<file path="config.mk">
export PLATFORM = sky130hd
export DESIGN_NAME = reaction_timer_core
export DESIGN_NICKNAME = d
export VERILOG_FILES = /design/src/rtl/reaction_timer_core.sv
export SDC_FILE = /design/constraint.sdc
export NUM_CORES = 1
export LEC_CHECK = 0
export ABC_AREA = 1
export BUFFER_PORTS_ARGS = -buffer_cell sky130_fd_sc_hd__buf_2
export CAP_MARGIN = 40
export CORE_MARGIN = 5
export CORE_UTILIZATION = 45
export CTS_CLUSTER_SIZE = 14
export DETAILED_ROUTE_END_ITERATION = 12
export GPL_TIMING_DRIVEN = 0
export PLACE_DENSITY_LB_ADDON = 0.08
export SLEW_MARGIN = 20
export SYNTH_ARGS = -nofsm -noshare
export SYNTH_HDL_FRONTEND = slang
export SYNTH_SLANG_ARGS = --single-unit
</file>
<file path="constraint.sdc">
create_clock -name clk -period 1.45 [get_ports clk]
set_input_delay 0.145 -clock clk [delete_from_list [all_inputs] [get_ports clk]]
set_output_delay 0.145 -clock clk [all_outputs]
set_load 0.1 [all_outputs]
</file>
<file path="src/rtl/reaction_timer_core.sv">
// Reaction-time core: random/fixed fore-period, GO indicator, 4-digit BCD millisecond count.
// Optional feature macro RANDOM_DELAY_EN adds an LFSR-based extension to the fore-period.
module reaction_timer_core #(
    parameter int unsigned WAIT_MIN_MS = 1000,
    parameter int unsigned RAND_MASK   = 1023,
    parameter logic [9:0]  LFSR_SEED   = 10'h2A5
) (
    input  logic        clk,
    input  logic        rst,
    input  logic        tick_1ms,
    input  logic        start,
    input  logic        resp,
    output logic        tick_en,
    output logic        go_led,
    output logic [15:0] bcd_ms,
    output logic        valid,
    output logic        early,
    output logic        timeout
);

    typedef enum logic [2:0] {
        S_IDLE,
        S_WAIT,
        S_GO,
        S_DONE,
        S_FAULT
    } state_t;

    localparam logic [12:0] WAIT_MIN  = 13'(WAIT_MIN_MS);
    localparam logic [15:0] BCD_LIMIT = 16'h9999;

    // Reject parameter sets the 13-bit delay counter or the LFSR cannot honour.
    if (WAIT_MIN_MS < 1 || WAIT_MIN_MS > 4095 || WAIT_MIN_MS + RAND_MASK > 8191 ||
        ((RAND_MASK + 1) & RAND_MASK) != 0 || LFSR_SEED == 10'd0) begin : g_bad_cfg
        $error("reaction_timer_core: invalid parameter set");
    end

    function automatic logic [15:0] bcd_inc(input logic [15:0] v);
        logic [15:0] r;
        logic        carry;
        r     = v;
        carry = 1'b1;
        for (int i = 0; i < 4; i++) begin
            if (carry) begin
                if (v[i*4 +: 4] == 4'd9) begin
                    r[i*4 +: 4] = 4'd0;
                end else begin
                    r[i*4 +: 4] = v[i*4 +: 4] + 4'd1;
                    carry       = 1'b0;
                end
            end
        end
        return r;
    endfunction

    logic [12:0] delay_load;

`ifdef RANDOM_DELAY_EN
    logic [9:0] lfsr;

    always_ff @(posedge clk or negedge rst) begin
        if (!rst) begin
            lfsr <= LFSR_SEED;
        end else begin
            lfsr <= {lfsr[8:0], lfsr[9] ^ lfsr[6]};
        end
    end

    assign delay_load = WAIT_MIN + 13'(lfsr & 10'(RAND_MASK));
`else
    assign delay_load = WAIT_MIN;
`endif

    // Stage p0 captures the inputs, p1 holds the previous sample for edge detection.
    logic start_p0, start_p1, resp_p0, resp_p1;
    logic start_edge, resp_edge;

    always_ff @(posedge clk or negedge rst) begin
        if (!rst) begin
            start_p0 <= 1'b0;
            start_p1 <= 1'b0;
            resp_p0  <= 1'b0;
            resp_p1  <= 1'b0;
        end else begin
            start_p0 <= start;
            start_p1 <= start_p0;
            resp_p0  <= resp;
            resp_p1  <= resp_p0;
        end
    end

    assign start_edge = start_p0 & ~start_p1;
    assign resp_edge  = resp_p0 & ~resp_p1;

    state_t      state, state_next;
    logic [12:0] delay, delay_next;
    logic [15:0] bcd, bcd_next;
    logic        valid_r, valid_next;
    logic        early_r, early_next;
    logic        timeout_r, timeout_next;

    always_ff @(posedge clk or negedge rst) begin
        if (!rst) begin
            state     <= S_IDLE;
            delay     <= 13'd0;
            bcd       <= 16'h0000;
            valid_r   <= 1'b0;
            early_r   <= 1'b0;
            timeout_r <= 1'b0;
        end else begin
            state     <= state_next;
            delay     <= delay_next;
            bcd       <= bcd_next;
            valid_r   <= valid_next;
            early_r   <= early_next;
            timeout_r <= timeout_next;
        end
    end

    always_comb begin
        state_next   = state;
        delay_next   = delay;
        bcd_next     = bcd;
        valid_next   = valid_r;
        early_next   = early_r;
        timeout_next = timeout_r;
        case (state)
            S_IDLE, S_DONE, S_FAULT: begin
                if (start_edge) begin
                    state_next   = S_WAIT;
                    delay_next   = delay_load;
                    bcd_next     = 16'h0000;
                    valid_next   = 1'b0;
                    early_next   = 1'b0;
                    timeout_next = 1'b0;
                end
            end
            S_WAIT: begin
                // A response during the fore-period beats a coincident tick.
                if (resp_edge) begin
                    state_next = S_FAULT;
                    early_next = 1'b1;
                end else if (tick_1ms) begin
                    if (delay <= 13'd1) begin
                        state_next = S_GO;
                        delay_next = 13'd0;
                    end else begin
                        delay_next = delay - 13'd1;
                    end
                end
            end
            S_GO: begin
                if (resp_edge) begin
                    state_next = S_DONE;
                    valid_next = 1'b1;
                end else if (tick_1ms) begin
                    if (bcd == BCD_LIMIT) begin
                        state_next   = S_FAULT;
                        timeout_next = 1'b1;
                    end else begin
                        bcd_next = bcd_inc(bcd);
                    end
                end
            end
            default: begin
                state_next = S_IDLE;
            end
        endcase
    end

    assign tick_en = (state == S_WAIT) || (state == S_GO);
    assign go_led  = (state == S_GO);
    assign bcd_ms  = bcd;
    assign valid   = valid_r;
    assign early   = early_r;
    assign timeout = timeout_r;

endmodule
</file>
* Word-level counts from Yosys, hierarchy flattened
Index checks and enable logic that the tools add are counted.
Word-level totals: flip-flop bits (word level) 39
Operators by class: $add $sub $neg 5, $lt $le $gt $ge 1, equality and inequality tests 25, muxes and demuxes 50, bitwise gates (word level) 4, reduce and logical (&&, ||, !) cells 14
Operators with widths (count):
- $mux W16 | 4
- $mux W13 | 4
- $pmux W16 S2 | 1
- $mux W4 | 7
- $pmux W13 S2 | 1
- $mux W1 | 22
- $mux W3 | 7
- $reduce_and A6 Y1 | 3
- $add A4 B1 Y4 const B | 4
- $eq A16 B16 Y1 const B | 1
- $eq A4 B4 Y1 const B | 4
- $reduce_and A5 Y1 | 3
- $ne A2 B2 Y1 const B | 7
- $le A13 B1 Y1 const B | 1
- $sub A13 B1 Y13 const B | 1
- $ne A2 B1 Y1 const B | 5
- $pmux W3 S3 | 1
- $eq A3 B2 Y1 const B | 2
- $ne A3 B3 Y1 const B | 2
- $pmux W1 S2 | 3
- $reduce_and A3 Y1 | 2
- $reduce_and A4 Y1 | 1
- $reduce_bool A2 Y1 | 2
- $eq A3 B1 Y1 const B | 1
- 8 further kinds | 10

* Longest topological paths before layout
depth after elaboration 21, mapped depth 11, gate-level depth less buffers 11

* Worst setup path before layout
No wires, ideal clock.
path kind register to register, from reg bcd[0], in the netlist bcd_ms[0], to reg state[2], arrival 2130 ps, data required time 1333 ps, setup slack -798 ps, cell stages (with the launch flop) 9, buffers on the path 0, path through dfrtp_1 > ha_1 > nand3_1 > nor2_1 > nand4_1 > a21oi_1 > nand2_1 > nand2_1 > nand2_1
Between the ends: word-level cells in the longest chain between the ends 3
RTL lines:
- start, declared | RTL line 97 | logic [15:0] bcd, bcd_next;
- start signal, assigned | RTL line 113 | bcd <= bcd_next;
- $eq A16 B16 Y1 | RTL line 157 | if (bcd == BCD_LIMIT) begin
- $ne A3 B1 Y1 (no source line)
- $reduce_and A5 Y1 (no source line)
- end signal, assigned | RTL line 111 | state <= state_next;
- end, declared | RTL line 95 | state_t state, state_next;
No other way between the ends. A chain may end at the register's enable or synchronous reset.

* Worst setup path after layout
from reg state[0], to out go_led
Between the ends: word-level cells in the longest chain between the ends 1
RTL lines:
- $eq A3 B2 Y1 | RTL line 172 | assign go_led = (state == S_GO);
- end, declared | RTL line 14 | output logic go_led,
No other way between the ends.

==> impl_metrics.toml <==
[status]
status = "complete, but fails checks"
violations = "setup timing"

[final_layout]
final_cell_count_no_fill = 460
layout-drive-gt1-share = 0.456
syn_to_final_growth_pct = 46.9
nNetsFinal = 404
antenna_cells = 0

[global_routing]
grt_pass1_wl_um = 10300
antenna_found_initial = 0
grt_max_degree = 26
track_usage = 0.180
grt_pass1_vias = 2202
grt_overflow = 0

[power_and_ir_drop]
max-vdd-ir-drop_mv = 0.893
power_density_nw_per_um2 = 1990
power_leakage_nw = 1.65

[clock_tree]
htreeDepth = 2
clock_sinks = 39
clkTransAtPathRegs_ps = 80
numCtsBuffers = 5
root_buffer = "clkbuf_8"
cts_tree = "built"
clock_path_buffers = 2
clk_latency_ps = 300

[floorplanning]
dieArea_um2 = 6920
initial_utilization = 0.466
dieHeight_um = 83.2
die_x_um = 83.2
rows = 26
core_area_um2 = 5170
io_pins = 26

[detailed_routing]
post-route-drc-count = 0
vias = 2318
wl_per_cell_um = 13.6
drt_iter0_drc = 107
drt_first_pass_iters = 4
wirelength_um = 6250
ant_nets = 0
routed_via_density = 5.04

[timing]
tightest_slew_ps = 488
fmax_mhz = 630
setup_viol = 35
hold_viol_final = 0
finalWorstSetupSlack_ps = -138
fin_worst_skew_ps = 6.19
min_period_over_period = 1.10
rsz0062_at_grt = "true"
slew_viol_final = 0
period_needed_ps = 1590
max_slew_margin = 0.677
tns_ps = -3290
hold-worst-slack_ps = 289

[critical_path]
critPathKind = "reg2out"
crit_slowest_cell = "dfrtp_2"
worstSetupEndpointType = "primary output"
cp_top_family = "buffers and inverters"
arrival_ps = 1440
crit_start = "state[0]"
cp_data_required_time_ps = 1310
cp_num_buf_inv = 4
path_max_fanout = 3
rr_startpoint = "bcd_ms[9]"
critPathMaxStageDelay_ps = 440
crit_chain = "inv_2, nand2_4, nor2_4, buf_6, buf_6, buf_12"
crit_top_cell = "buf_6"
worstSetupStartpointType = "register"

[synth]
yosys_warnings = 0
synth_area_um2 = 2410
avgSynthCellArea_um2 = 7.66
synth-seq-cells = 39
syn_nets = 330
synthCells = 315
ys_seq_area_frac = 0.405
synth.distinct_cells = 30

[placement]
dp.cells = 411
place_congestion = 0.778
hpwl_um = 3920
portBuffers = 25

[job]
cap_viol_max_count = 0

[hold_path]
min-delay-path-class = "in2async"
[worst register-to-register path, stage by stage, from the launching register on]
cell	delay [ps]
dfrtp_4	490
inv_2	70
ha_4	110
nand2_2	60
nor2_4	160
nand4_1	230
nand4_1	260
nand2_1	80
nand2_1	60
[cell type report]
type	instances	area [um2]
tap	70	87.6
inverter	34	138
multi-input combinational	241	1630
buffer	1	11.3
timing repair buffer	67	526
clock inverter	2	60.1
fill	417	1630
clock buffer	6	72.6
sequential	39	1020
[power by group]
part | leakage (nW) | switching (mW) | internal [mW]
Combinational | 1.12 | 2.79 | 1.64
Clock | 0.0654 | 0.401 | 0.688
Sequential | 0.461 | 0.234 | 1.31
Total | 1.65 | 3.42 | 3.64
[Yosys cell counts]
cell	n	share of area
a21oi_1	7	0.015
a21oi_2	1	0.0036
a22oi_1	1	0.0031
a2bb2oi_1	2	0.0073
buf_2	1	0.0021
dfrtp_1	39	0.40
ha_1	10	0.052
inv_1	32	0.050
inv_2	2	0.0031
nand2_1	93	0.14
nand2_2	5	0.013
nand2_4	2	0.0093
nand3_1	20	0.041
nand3_2	1	0.0041
nand3_4	1	0.0073
nand3b_1	2	0.0062
nand3b_4	1	0.0083
nand4_1	7	0.018
nor2_1	37	0.058
nor2_2	4	0.010
nor2_4	3	0.014
nor2_8	1	0.0083
nor3_1	8	0.017
o21ai_0	10	0.021
o21ai_1	5	0.010
o21ai_2	3	0.011
or2_0	1	0.0026
or2_2	2	0.0052
xnor2_1	5	0.018
xor2_1	9	0.033
[metal layers]
metal,track usage,share of wire,up-vias
met1,0.238,0.45,1104
met3,0.0347,0.039,16
li1,-,-,1159
met2,0.291,0.48,39
met4,0.0669,0.027,0
met5,0,0,-
[cell families after synthesis]
group | Yosys count | share of synthesized area
DFF | 39 | 0.405
adders and majority gates | 10 | 0.0519
buffers and inverters | 35 | 0.0550
xor gates and xnor gates | 14 | 0.0508
and+or+nand+nor | 188 | 0.367
AOI/OAI and AO/OA | 29 | 0.0705
[what timing repair did]
item | CTS | global route
setup endpoints to repair | 35 | 39
resized for setup | 50 | 47
buffers inserted | 26 | 12
hold endpoints to repair | 16 | 0
hold buffers | 3 | 0
gates cloned | 0 | 0
pin swaps | 34 | 36
[flip-flops by register name, indices dropped and copies added (netlist names)]
register	count
delay	13
start_p1	1
bcd_ms	16
state	3
resp_p1	1
valid	1
start_p0	1
timeout	1
early	1
resp_p0	1
[final timing paths]
path                                    to  slack, ps  depth (start not counted)
max in group asynchronous        bcd_ms[5]        680                          3
worst max register to register  bcd_ms[13]       -130                          8
worst min-delay path             bcd_ms[9]        290                          2
worst max-delay path                go_led       -140                          6
worst min register to register     resp_p1        380                          0
min in group clk                  state[2]        330                          5
[layout by cell type, fill, tap and decap left out, types with 11 or more instances in the layout]
cell type / n
nor2_1: 19
nor2_4: 15
buf_2: 21
buf_4: 30
nand2_1: 79
dfrtp_2: 11
dfrtp_1: 20
nand2_2: 11
nand3_1: 14
inv_1: 23
[through the flow]
step / setup slack [ps] / utilization / cell area, um2 / total power, mW
3_5_place_dp: -261 / 0.539 / 2790 / 4.51
3_3_place_gp: -258 / 0.535 / 2770 / 4.48
2_1_floorplan: -212 / - / 2550 / 3.94
6_report: -138 / 0.685 / 3540 / 7.06
4_1_cts: -105 / 0.638 / 3300 / 6.42
5_1_grt: -310 / 0.685 / 3540 / 7.51
(Power assumes the default switching activity.)
